`src/rtl/key_dir_if.sv`:
```
// Signal bundle between the direction-key front end, the board pins and the game core.
interface key_dir_if;
  logic [3:0]  key_raw;
  logic        lose;
  logic [3:0]  ready_from;
  logic [1:0]  dir_code;
  logic [15:0] move_cnt;

  modport master (output key_raw, output lose, input ready_from, input dir_code, input move_cnt);
  modport slave  (input key_raw, input lose, output ready_from, output dir_code, output move_cnt);
endinterface

```
`src/rtl/key_dir_capture.sv`:
```
// Direction push-button front end: synchronise, debounce, and turn each press into one
// single-cycle one-hot move pulse, with game-over suppression and a saturating move count.
module key_dir_capture #(
  parameter int DEBOUNCE_CYCLES = 1000000,
  parameter bit PRESSED_LEVEL   = 1'b0
) (
  input logic      clk,
  input logic      rst,
  key_dir_if.slave bus
);

  localparam int               CNT_W    = $clog2(DEBOUNCE_CYCLES);
  localparam logic [CNT_W-1:0] CNT_LAST = CNT_W'(DEBOUNCE_CYCLES - 1);

  localparam logic [1:0] IDLE     = 2'd0;
  localparam logic [1:0] FIRE     = 2'd1;
  localparam logic [1:0] WAIT_REL = 2'd2;

  logic [3:0]       pressed;
  logic [3:0]       sync1;
  logic [3:0]       sync2;
  logic [3:0]       stable;
  logic [3:0]       stable_d;
  logic [3:0]       press_evt;
  logic [CNT_W-1:0] cnt [4];
  logic [1:0]       state;
  logic [1:0]       sel;
  logic [1:0]       first_idx;
  logic [3:0]       ready_q;
  logic [1:0]       dir_q;
  logic [15:0]      move_cnt_q;

  assign pressed   = PRESSED_LEVEL ? bus.key_raw : ~bus.key_raw;
  assign press_evt = stable & ~stable_d;

  always_ff @(posedge clk or negedge rst) begin
    if (!rst) begin
      sync1    <= 4'b0000;
      sync2    <= 4'b0000;
      stable_d <= 4'b0000;
    end else begin
      sync1    <= pressed;
      sync2    <= sync1;
      stable_d <= stable;
    end
  end

  // Any cycle where the synchronised level matches the accepted level restarts the count.
  always_ff @(posedge clk or negedge rst) begin
    if (!rst) begin
      stable <= 4'b0000;
      for (int i = 0; i < 4; i++) cnt[i] <= '0;
    end else begin
      for (int i = 0; i < 4; i++) begin
        if (sync2[i] == stable[i]) begin
          cnt[i] <= '0;
        end else if (cnt[i] == CNT_LAST) begin
          stable[i] <= sync2[i];
          cnt[i]    <= '0;
        end else begin
          cnt[i] <= cnt[i] + 1'b1;
        end
      end
    end
  end

  always_comb begin
    first_idx = 2'd0;
    for (int i = 3; i >= 0; i--) begin
      if (press_evt[i]) first_idx = 2'(i);
    end
  end

  // A press seen while lost is swallowed but still has to be released before the next move.
  always_ff @(posedge clk or negedge rst) begin
    if (!rst) begin
      state      <= IDLE;
      sel        <= 2'd0;
      ready_q    <= 4'b0000;
      dir_q      <= 2'd0;
      move_cnt_q <= 16'd0;
    end else begin
      case (state)
        IDLE: begin
          if (press_evt != 4'b0000) begin
            if (!bus.lose) begin
              state   <= FIRE;
              sel     <= first_idx;
              ready_q <= 4'b0001 << first_idx;
            end else begin
              state <= WAIT_REL;
            end
          end
        end
        FIRE: begin
          ready_q <= 4'b0000;
          dir_q   <= sel;
          if (move_cnt_q != 16'hFFFF) move_cnt_q <= move_cnt_q + 16'd1;
          state   <= WAIT_REL;
        end
        WAIT_REL: begin
          if (stable == 4'b0000) state <= IDLE;
        end
        default: begin
          state   <= IDLE;
          ready_q <= 4'b0000;
        end
      endcase
    end
  end

  assign bus.ready_from = ready_q;
  assign bus.dir_code   = dir_q;
  assign bus.move_cnt   = move_cnt_q;

endmodule

```
`src/flat_wrapper.sv`:
```
// flat-port wrapper written by rule: the top's interface ports become plain ports
module key_dir_capture_flat 
#(
  parameter int DEBOUNCE_CYCLES = 1000000,
  parameter bit PRESSED_LEVEL   = 1'b0
)
  (clk, rst, bus_key_raw, bus_lose, bus_ready_from, bus_dir_code, bus_move_cnt);
  key_dir_if bus_i ();
  input logic clk;
  input logic rst;
  input wire logic [$bits(bus_i.key_raw)-1:0] bus_key_raw;
  input wire logic [$bits(bus_i.lose)-1:0] bus_lose;
  output wire logic [$bits(bus_i.ready_from)-1:0] bus_ready_from;
  output wire logic [$bits(bus_i.dir_code)-1:0] bus_dir_code;
  output wire logic [$bits(bus_i.move_cnt)-1:0] bus_move_cnt;
  assign bus_i.key_raw = bus_key_raw;
  assign bus_i.lose = bus_lose;
  assign bus_ready_from = bus_i.ready_from;
  assign bus_dir_code = bus_i.dir_code;
  assign bus_move_cnt = bus_i.move_cnt;
  key_dir_capture #(.DEBOUNCE_CYCLES(DEBOUNCE_CYCLES), .PRESSED_LEVEL(PRESSED_LEVEL)) u_core (.clk(clk), .rst(rst), .bus(bus_i));
endmodule
```
`config.mk`:
```
export PLATFORM = sky130hd
export DESIGN_NAME = key_dir_capture_flat
export DESIGN_NICKNAME = d
export VERILOG_FILES = /design/src/rtl/key_dir_if.sv /design/src/rtl/key_dir_capture.sv /design/src/flat_wrapper.sv
export SDC_FILE = /design/constraint.sdc
export NUM_CORES = 1
export LEC_CHECK = 0
export ABC_CLOCK_PERIOD_IN_PS = 6600
export BUFFER_PORTS_ARGS = -buffer_cell sky130_fd_sc_hd__buf_4
export CAP_MARGIN = 20
export CORE_UTILIZATION = 65
export CTS_CLUSTER_DIAMETER = 40
export CTS_CLUSTER_SIZE = 20
export DETAILED_ROUTE_END_ITERATION = 6
export GPL_TIMING_DRIVEN = 0
export PLACE_DENSITY = 0.86
export SYNTH_ARGS = -nofsm -noshare
export SYNTH_HDL_FRONTEND = slang
export SYNTH_SLANG_ARGS = --single-unit
```
`constraint.sdc`:
```
create_clock -name clk -period 6.6 [get_ports clk]
set_clock_uncertainty 0.15 [all_clocks]
set_input_delay 0.33 -clock clk [delete_from_list [all_inputs] [get_ports clk]]
set_output_delay 0.33 -clock clk [all_outputs]
set_load 0.01 [all_outputs]
```
; Word level (Yosys, flattened, before mapping)
; Index checks and enable logic that the tools add are counted.
; Widths: inputs -> output; s select.
[op_classes]
n_addsub = 5
n_eq_ne = 14
shift = 1
n_mux = 19
bitwise_logic = 9
n_reduce_logical = 11
[op_table]
columns = operator, count
row1 = $mux 20, 8
row2 = $add 20x1->20 const B, 4
row3 = $eq 20x20->1 const B, 4
row4 = $add 16x1->16 const B, 1
row5 = $ne 16x16->1 const B, 1
row6 = $mux 2, 7
row7 = $reduce_and 2->1, 6
row8 = $mux 4, 2
row9 = $not 4->4, 2
row10 = $pmux 4 s2, 1
row11 = $not 1->1, 6
row12 = $pmux 2 s3, 1
row13 = $reduce_and 3->1, 2
row14 = $and 4x4->4, 1
row15 = $eq 1x1->1, 4
row16 = $logic_not 4->1, 1
row17 = $ne 2x1->1 const B, 2
row18 = $reduce_bool 4->1, 1
row19 = $shl 1x2->4 const A, 1
row20 = $eq 2x1->1 const B, 1
row21 = $eq 2x2->1 const B, 1
row22 = $logic_not 2->1, 1
row23 = $ne 2x2->1 const B, 1
[word_totals]
regBits = 122
out_inout_bits = 22

; Logic depth before layout (Yosys ltp)
; Gate-level depths: netlist of the first run.
[logic_depth]
word_depth = 10
mapped_depth = 6

; Worst setup path before layout of the first run
; Ideal clock, no wire load.
[synth_path]
path_kind = reg-to-reg
startpoint = register u_core.cnt[20] (netlist bit)
endpoint = register u_core.cnt[38] (netlist bit)
t_arrival_ps = 1925
setup_slack_ps = 4452
path_stages_with_launch = 7
path_buffers = 1
cell_sequence = dfrtp_1 ha_1 nand2_1 or4_1 buf_2 or4_4 a21oi_2
[synth_via]
elab_chain_len = 3
word_cells_on_any_way = 4
cone_classes = 1 x add/sub / 1 x eq/ne / 2 x mux
[synth_rtl]
columns = element, line
row1 = start: declaration, key_dir_capture.sv:25  ; logic [CNT_W-1:0] cnt [4];
row2 = start signal: indexed assignment, key_dir_capture.sv:61  ; cnt[i] <= cnt[i] + 1'b1;
row3 = $add 20x1->20 or $eq 20x20->1 (tied branches), "key_dir_capture.sv:61, key_dir_capture.sv:57"
row4 = $mux 20 *, key_dir_capture.sv:57  ; end else if (cnt[i] == CNT_LAST) begin
row5 = $mux 20 *, key_dir_capture.sv:55  ; if (sync2[i] == stable[i]) begin
; Every way passes the cells marked *; elsewhere a longest branch is shown, timed or not.
; A chain may end at the register's enable or synchronous reset.

; Worst setup path after layout of the first run
[layout_path]
startpoint = register u_core.cnt[60] (netlist bit)
endpoint = register u_core.cnt[65] (netlist bit)
; Same word-level chain as after synthesis.

==> impl_metrics.csv, run 1 <==
group,metric,value,unit
timing,slew_viol_final,0,
routing,vias_per_cell,6.12,
synthesis,seq_area_frac_synth,52.5,%
power_and_ir_drop,p_int,1.45,mW
synthesis,synth_ff_type,"dfrtp_1",
timing,setup_tns,0,ns
min_path,hold_path.class,"primary input to asynchronous set/reset pin",
critical_path,crit_family,"compound AO/OA/AOI/OAI gates",
synthesis,synthArstFlopShare,100,%
critical_path,start_kind,"register",
clocking,h-tree-depth,4,
critical_path,critPathLaunch,"u_core.cnt[60]",
floorplanning,die_w,96.6,um
power_and_ir_drop,totalPowerFinal,1.83,mW
run,maxCapViolCount,0,
global_route,grt_pass1_vias,4415,
floorplanning,start_util,67.0,%
place,io_buffer_count,28,
synthesis,synth_cell_types,49,
critical_path,cp.required,6.84,ns
power_and_ir_drop,comb_power_share,2.5,%
timing,min_period_over_period,38.5,%
power_and_ir_drop,p_sw,0.383,mW
timing,hold_viol_final,0,
clocking,cts_tree,"built",
critical_path,path_cells,"ha_1 > and3_1 > nand3_1 > o31ai_2 > clkbuf_1 > nor2_1",
clocking,cts.repair.resized,0,
global_route,grt_max_degree,64,
final_layout,n_antenna_cell,0,
synthesis,syn_area_per_cell,10.1,um^2
synthesis,yosysWarnings,0,
critical_path,r2r_slack,4.06,ns
critical_path,timing.rr.start,"u_core.cnt[60]",
power_and_ir_drop,peakVddDrop,0.229,mV
routing,drt_iter0_markers,222,
final_layout,fillers,528,
final_layout,drive_above_1_share,13.9,%
synthesis,ys_ff_latch,122,
place,hpwl,7.60,mm
clocking,clock-root-buffer,"clkbuf_8",
clocking,post_cts_buffers,0,
routing,drt-total-wl,12.2,mm
critical_path,timing.rr.end,"u_core.cnt[65]",
clocking,cts_made_buffers,17,
global_route,grt_pass1_wl,20.3,mm
floorplanning,io_pins,29,
power_and_ir_drop,leakage,2.93,nW
place,gp_congestion,0.893,
routing,vias,4584,
global_route,grt_overflow,0,
critical_path,r2r_cells,6,
floorplanning,core_area,8680,um^2
routing,post_drt_wl_per_cell,16.3,um
power_and_ir_drop,seqPwrFrac,41.9,%
critical_path,end_kind,"register",
timing,worstMarginPinSlew,0.941,ns
floorplanning,row_count,34,
clocking,clock_latency,0.52,ns
synthesis,synthCells,574,
routing,ant_nets,0,
synthesis,synth_edf_count,0,
power_and_ir_drop,p_clk_share,55.6,%
global_route,antenna_found_initial,0,
timing,slew-limit-headroom,36.7,%
clocking,clkSinkCount,122,
critical_path,cp.arrival,2.78,ns
clocking,hold_buffers,6,
floorplanning,fp.dieH,96.6,um
synthesis,syn_nets,586,
power_and_ir_drop,p_per_area,265,nW/um^2
timing,achievable-frequency,393,MHz
final_layout,final_nets,640,
critical_path,critPathSlowestCell,"o31ai_2",
floorplanning,dieArea,9330,um^2
critical_path,path_depth,6,
status,status,"completed",
critical_path,setup.worst_path.end,"u_core.cnt[65]",
critical_path,path_buf_inv,1,
synthesis,netlist_area,5820,um^2
timing,min_period,2.54,ns
critical_path,crit_type,"register to register",
global_route,grt_util_all_layers,28.6,%
routing,firstDrtPassIters,5,
clocking,cts.clk_slew.worst_paths,0.06,ns
critical_path,critPathMaxFanout,10,
timing,setup_viol,0,
critical_path,cpPeakStageDelay,0.76,ns
power_and_ir_drop,switching_share,20.9,%
clocking,cts.path.max_buffers,2,
final_layout,area_delta_synth_final,18.8,%
routing,drc,0,
timing,rsz0062_at_grt,"no",
-- worst min path at each step --
stage	from	to	slack, ns	cells past startpoint
CTS	u_core.sync1[0]	u_core.sync2[0]	0.20	0
detailed placement	u_core.sync1[0]	u_core.sync2[0]	0.18	0
floorplan	rst	u_core.bus.dir_code[0]	-0.12	0
global placement	u_core.sync1[2]	u_core.sync2[2]	0.18	0
global route	u_core.sync1[0]	u_core.sync2[0]	0.20	0
finish	rst	u_core.cnt[51]	0.20	2
-- logic make-up (layout without fill, tap and decap cells) --
family                     Yosys count  after routing  synth area share, %
buffers and inverters               42            109                 2.82
adders and majority gates            5              5                 1.08
and+or+nand+nor                    259            259                 24.3
muxes                               11             11                 2.09
DFF                                122            122                 52.5
AOI/OAI and AO/OA                   78             78                 8.67
xor gates and xnor gates            57             57                 8.58
-- power by group through the flow --
stage | Sequential (mW) | Combinational, mW | Clock, mW
finish | 0.767 | 0.0450 | 1.02
detailed placement | 0.779 | 0.0429 | 0
CTS | 0.766 | 0.0461 | 1.02
global placement | 0.778 | 0.0392 | 0
floorplan | 0.777 | 0.0186 | 0
global route | 0.767 | 0.0520 | 1.06
-- area by class of cell --
type                       count  area [um^2]  area share (%)
inverter                      28          105            1.52
multi-input combinational    410         2600            37.6
timing repair buffer          35          302            4.37
clock inverter                13          214            3.10
sequential                   122         3050            44.2
tap                          108          135            1.96
clock buffer                  19          442            6.39
buffer                        14         58.8           0.851
-- per-stage QoR --
step | utilization [%] | instances | hold WS (ns) | instance area [um^2] | worst slack [ns]
2_1_floorplan | - | 574 | -0.116 | 5820 | 4.45
3_3_place_gp | 71.0 | 710 | 0.182 | 6160 | 4.19
3_5_place_dp | 71.4 | 711 | 0.185 | 6190 | 4.09
4_1_cts | 79.6 | 749 | 0.200 | 6910 | 4.05
5_1_grt | 79.6 | 749 | 0.201 | 6910 | 3.88
6_report | 79.6 | 749 | 0.195 | 6910 | 4.06
-- Yosys cell counts, types with 2 or more instances --
cell      count  area share (%)
o31ai_1      17             2.2
nor3_1       22             1.9
a21oi_1      33             2.8
nor4_1       14             1.5
nand2b_1      8            0.86
ha_1          5             1.1
o21ai_0      15             1.3
nor2b_1       5            0.54
or4_1        18             2.3
xor2_1       21             3.2
o31ai_4       2            0.73
or4b_1        3            0.52
or3_1        19             2.0
clkbuf_1      9            0.58
nand3b_1      2            0.26
nand2_1      39             2.5
mux2_2        9             1.7
inv_1        28             1.8
nand4_1      12             1.3
nor4bb_1      5            0.86
o211ai_1      2            0.26
mux2i_1       2            0.34
nor2_1       58             3.7
xnor2_1      36             5.4
dfrtp_1     122              52
nand3_2       2            0.34
and3_1        4            0.43
and2_1        4            0.43
buf_2         5            0.43
nand3_1      34             2.9
-- registers in the layout, indices dropped and copies added (netlist names) --
| signal | flops |
|---|---|
| u_core.bus.dir_code | 2 |
| u_core.bus.move_cnt | 16 |
| u_core.bus.ready_from | 4 |
| u_core.cnt | 80 |
| u_core.sel | 2 |
| u_core.stable | 4 |
| u_core.stable_d | 4 |
| u_core.state | 2 |
| u_core.sync1 | 4 |
| u_core.sync2 | 4 |
-- layer usage --
layer	wire, um	GRT usage (%)	vias to the layer above	part of all wire (%)
li1	-	-	2166	-
met1	5220	35.3	2257	43
met2	6260	48.5	137	51
met3	583	7.59	24	4.8
met4	176	9.93	0	1.4
met5	0	0	-	0
-- cells in the final DEF (no fill, tap or decap), drive strengths merged, types with 6 or more instances in the layout --
cell type / instances
nand4: 14
or4: 19
xor2: 21
nor4: 14
nand2b: 8
dlygate4sd3: 6
nand3: 36
inv: 30
o21ai: 15
dfrtp: 122
nor2: 58
xnor2: 36
nor3: 22
buf: 34
or3: 19
clkbuf: 28
mux2: 9
a21oi: 34
o31ai: 20
nand2: 39
Note: power is estimated with default switching activity, not from simulation.
==> run 2, diff against run 1 <==
--- a/config.mk
+++ b/config.mk
@@ -5,15 +5,15 @@
 export SDC_FILE = /design/constraint.sdc
 export NUM_CORES = 1
 export LEC_CHECK = 0
-export ABC_CLOCK_PERIOD_IN_PS = 6600
+export ABC_CLOCK_PERIOD_IN_PS = 2100
 export BUFFER_PORTS_ARGS = -buffer_cell sky130_fd_sc_hd__buf_4
 export CAP_MARGIN = 20
-export CORE_UTILIZATION = 65
+export CORE_UTILIZATION = 55
 export CTS_CLUSTER_DIAMETER = 40
 export CTS_CLUSTER_SIZE = 20
 export DETAILED_ROUTE_END_ITERATION = 6
 export GPL_TIMING_DRIVEN = 0
-export PLACE_DENSITY = 0.86
+export PLACE_DENSITY = 0.78
 export SYNTH_ARGS = -nofsm -noshare
 export SYNTH_HDL_FRONTEND = slang
 export SYNTH_SLANG_ARGS = --single-unit
==> constraint.sdc (replaced) <==
create_clock -name clk -period 2.1 [get_ports clk]
set_clock_uncertainty 0.15 [all_clocks]
set_input_delay 0.105 -clock clk [delete_from_list [all_inputs] [get_ports clk]]
set_output_delay 0.105 -clock clk [all_outputs]
set_load 0.01 [all_outputs]
==> run 2 against run 1 <==
  * Fmax increased by 23%
  * Wire length increased by 5.5%
  * Combinational power increased to 4.4 times the previous value
  * Worst setup slack got worse by 4.0 ns
  * Die area increased by 18%
  * Sequential power increased to 3.1 times the previous value
  * Cell count increased by 8.0%
  * Count of clock-buffer cells in the layout increased by 2
  * Global-route usage decreased by 4.6 points
  * Final area increased by 7.2%
  * Highest routed layer unchanged
==> impl_metrics.csv, run 2 (same netlist as run 1, synthesis figures left out) <==
group,metric,value,unit
critical_path,r2r_slack,0.04,ns
critical_path,cp.required,2.36,ns
critical_path,timing.rr.start,"u_core.cnt[16]",
final_layout,area_delta_synth_final,27.3,%
global_route,grt_max_degree,70,
timing,rsz0062_at_grt,"yes",
global_route,grt_overflow,0,
routing,ant_nets,0,
routing,wl_met3,580,um
clocking,clock_latency,0.53,ns
final_layout,design_area,7400,um^2
final_layout,final_util,72.0,%
critical_path,critPathMaxFanout,5,
place,placed_cells,739,
status,status,"completed",
min_path,worstHoldPathCells,3,
run,maxCapViolCount,0,
routing,drt-total-wl,12.9,mm
power_and_ir_drop,leakage,3.16,nW
final_layout,final_nets,674,
routing,vias,4700,
clocking,clock-root-buffer,"clkbuf_8",
routing,highest_layer,"met4",
clocking,cts.clk_slew.worst_paths,0.05,ns
min_path,worstHoldStart,"bus_key_raw[3]",
routing,drt_iter0_markers,234,
critical_path,start_kind,"register",
floorplanning,dieArea,11000,um^2
routing,vias_per_cell,5.81,
timing,slew_viol_final,0,
critical_path,cp.arrival,2.33,ns
place,io_buffer_count,28,
final_layout,top_register,"u_core.cnt",
timing,hold_viol_final,0,
critical_path,timing.rr.end,"u_core.stable[3]",
timing,fin_ws,0.0365,ns
critical_path,crit_type,"register to register",
timing,worstMarginPinSlew,0.502,ns
routing,post_drt_wl_per_cell,16.0,um
critical_path,r2r_cells,4,
timing,setup_tns,0,ns
power_and_ir_drop,p_per_area,745,nW/um^2
final_layout,n_antenna_cell,0,
final_layout,final_cell_count_no_fill,809,
clocking,cts_made_buffers,17,
global_route,antenna_found_initial,0,
routing,wl_met1,5.50,mm
global_route,grt_util_all_layers,24.0,%
timing,min_period_over_period,98.3,%
clocking,h-tree-depth,4,
place,gp_congestion,0.870,
critical_path,end_kind,"register",
timing,min_period,2.06,ns
timing,setup_viol,0,
floorplanning,fp.dieH,105,um
power_and_ir_drop,totalPowerFinal,5.51,mW
clocking,clkSinkCount,122,
place,place_ws,-0.371,ns
floorplanning,die_w,105,um
power_and_ir_drop,peakVddDrop,0.502,mV
place,place_area,6250,um^2
min_path,hold_path.class,"primary input to register",
final_layout,fillers,713,
final_layout,layout_commonest_cell,"dfrtp_1",
place,hpwl,7.43,mm
routing,met2WireLength,6.61,mm
floorplanning,row_count,37,
min_path,min_to,"u_core.sync1[3]",
global_route,grt_pass1_wl,20.8,mm
floorplanning,start_util,56.6,%
floorplanning,core_area,10300,um^2
global_route,grt_pass1_vias,4553,
floorplanning,io_pins,29,
routing,firstDrtPassIters,4,
final_layout,largest_reg_flops,80,
timing,achievable-frequency,485,MHz
final_layout,drive_above_1_share,24.2,%
timing,slew-limit-headroom,66.6,%
timing,holdWs,0.108,ns
clocking,cts.path.max_buffers,2,
clocking,cts_tree,"built",
routing,drc,0,
final_layout,layout_common_cells,"dfrtp_1 (118), buf_4 (66), nor2_1 (58), nand2_1 (36), xnor2_1 (36)",
==> run 2: cell count changes in the layout (fill, tap and decap cells not counted), sizes merged, moves of 2 or more <==
cell      previous run  this run
buf                 34        74
bufinv               5         3
clkbuf              28        23
clkinv               4         6
clkinvlp             2         0
inv                 30        28
==> run 2: final cells by class <==
class / count / area (um^2) / area share, %
buffer: 6 / 35.0 / 0.473
clock buffer: 21 / 469 / 6.34
sequential: 122 / 3060 / 41.3
tap: 136 / 170 / 2.30
timing repair buffer: 77 / 634 / 8.57
multi-input combinational: 410 / 2810 / 38.0
inverter: 28 / 105 / 1.42
clock inverter: 9 / 120 / 1.62
==> run 2: timing repair <==
item                                    in CTS  in global routing
setup buffers                               27                 13
endpoints found under the setup margin      48                 47
resized for setup                           23                 32
hold buffers                                 7                  0
cloned                                       0                  1
pin swaps                                   14                 16
endpoints found under the hold margin      130                  0
==> run 2: report_power, final <==
part	leakage [nW]	internal (mW)	switching [mW]
sequential	1.66	2.38	0.0280
combinational	1.20	0.0821	0.115
clock	0.299	1.91	1.00
==> run 2: critical path, stage by stage, from the launching register on <==
cell     delay (ns)
dfrtp_1        0.41
nand3_1        0.16
or4b_1         0.62
nor3_2         0.25
mux2_2         0.35
==> run 2: worst max-delay path by stage <==
stage / startpoint / slack (ns) / cells past startpoint / to
detailed placement: u_core.cnt[60] / -0.37 / 6 / u_core.cnt[67]
global placement: u_core.cnt[60] / -0.28 / 6 / u_core.cnt[71]
floorplan: u_core.cnt[40] / 0.002 / 6 / u_core.cnt[58]
finish: u_core.cnt[16] / 0.04 / 4 / u_core.stable[3]
CTS: u_core.cnt[44] / -0.02 / 5 / u_core.cnt[58]
global route: u_core.cnt[16] / -0.04 / 5 / u_core.cnt[8]
==> run 2: routing by layer <==
metal | vias to the layer above | track usage (%)
li1 | 2226 | -
met1 | 2317 | 30.3
met2 | 132 | 39.2
met3 | 25 | 6.18
met4 | 0 | 10.3
met5 | - | 0
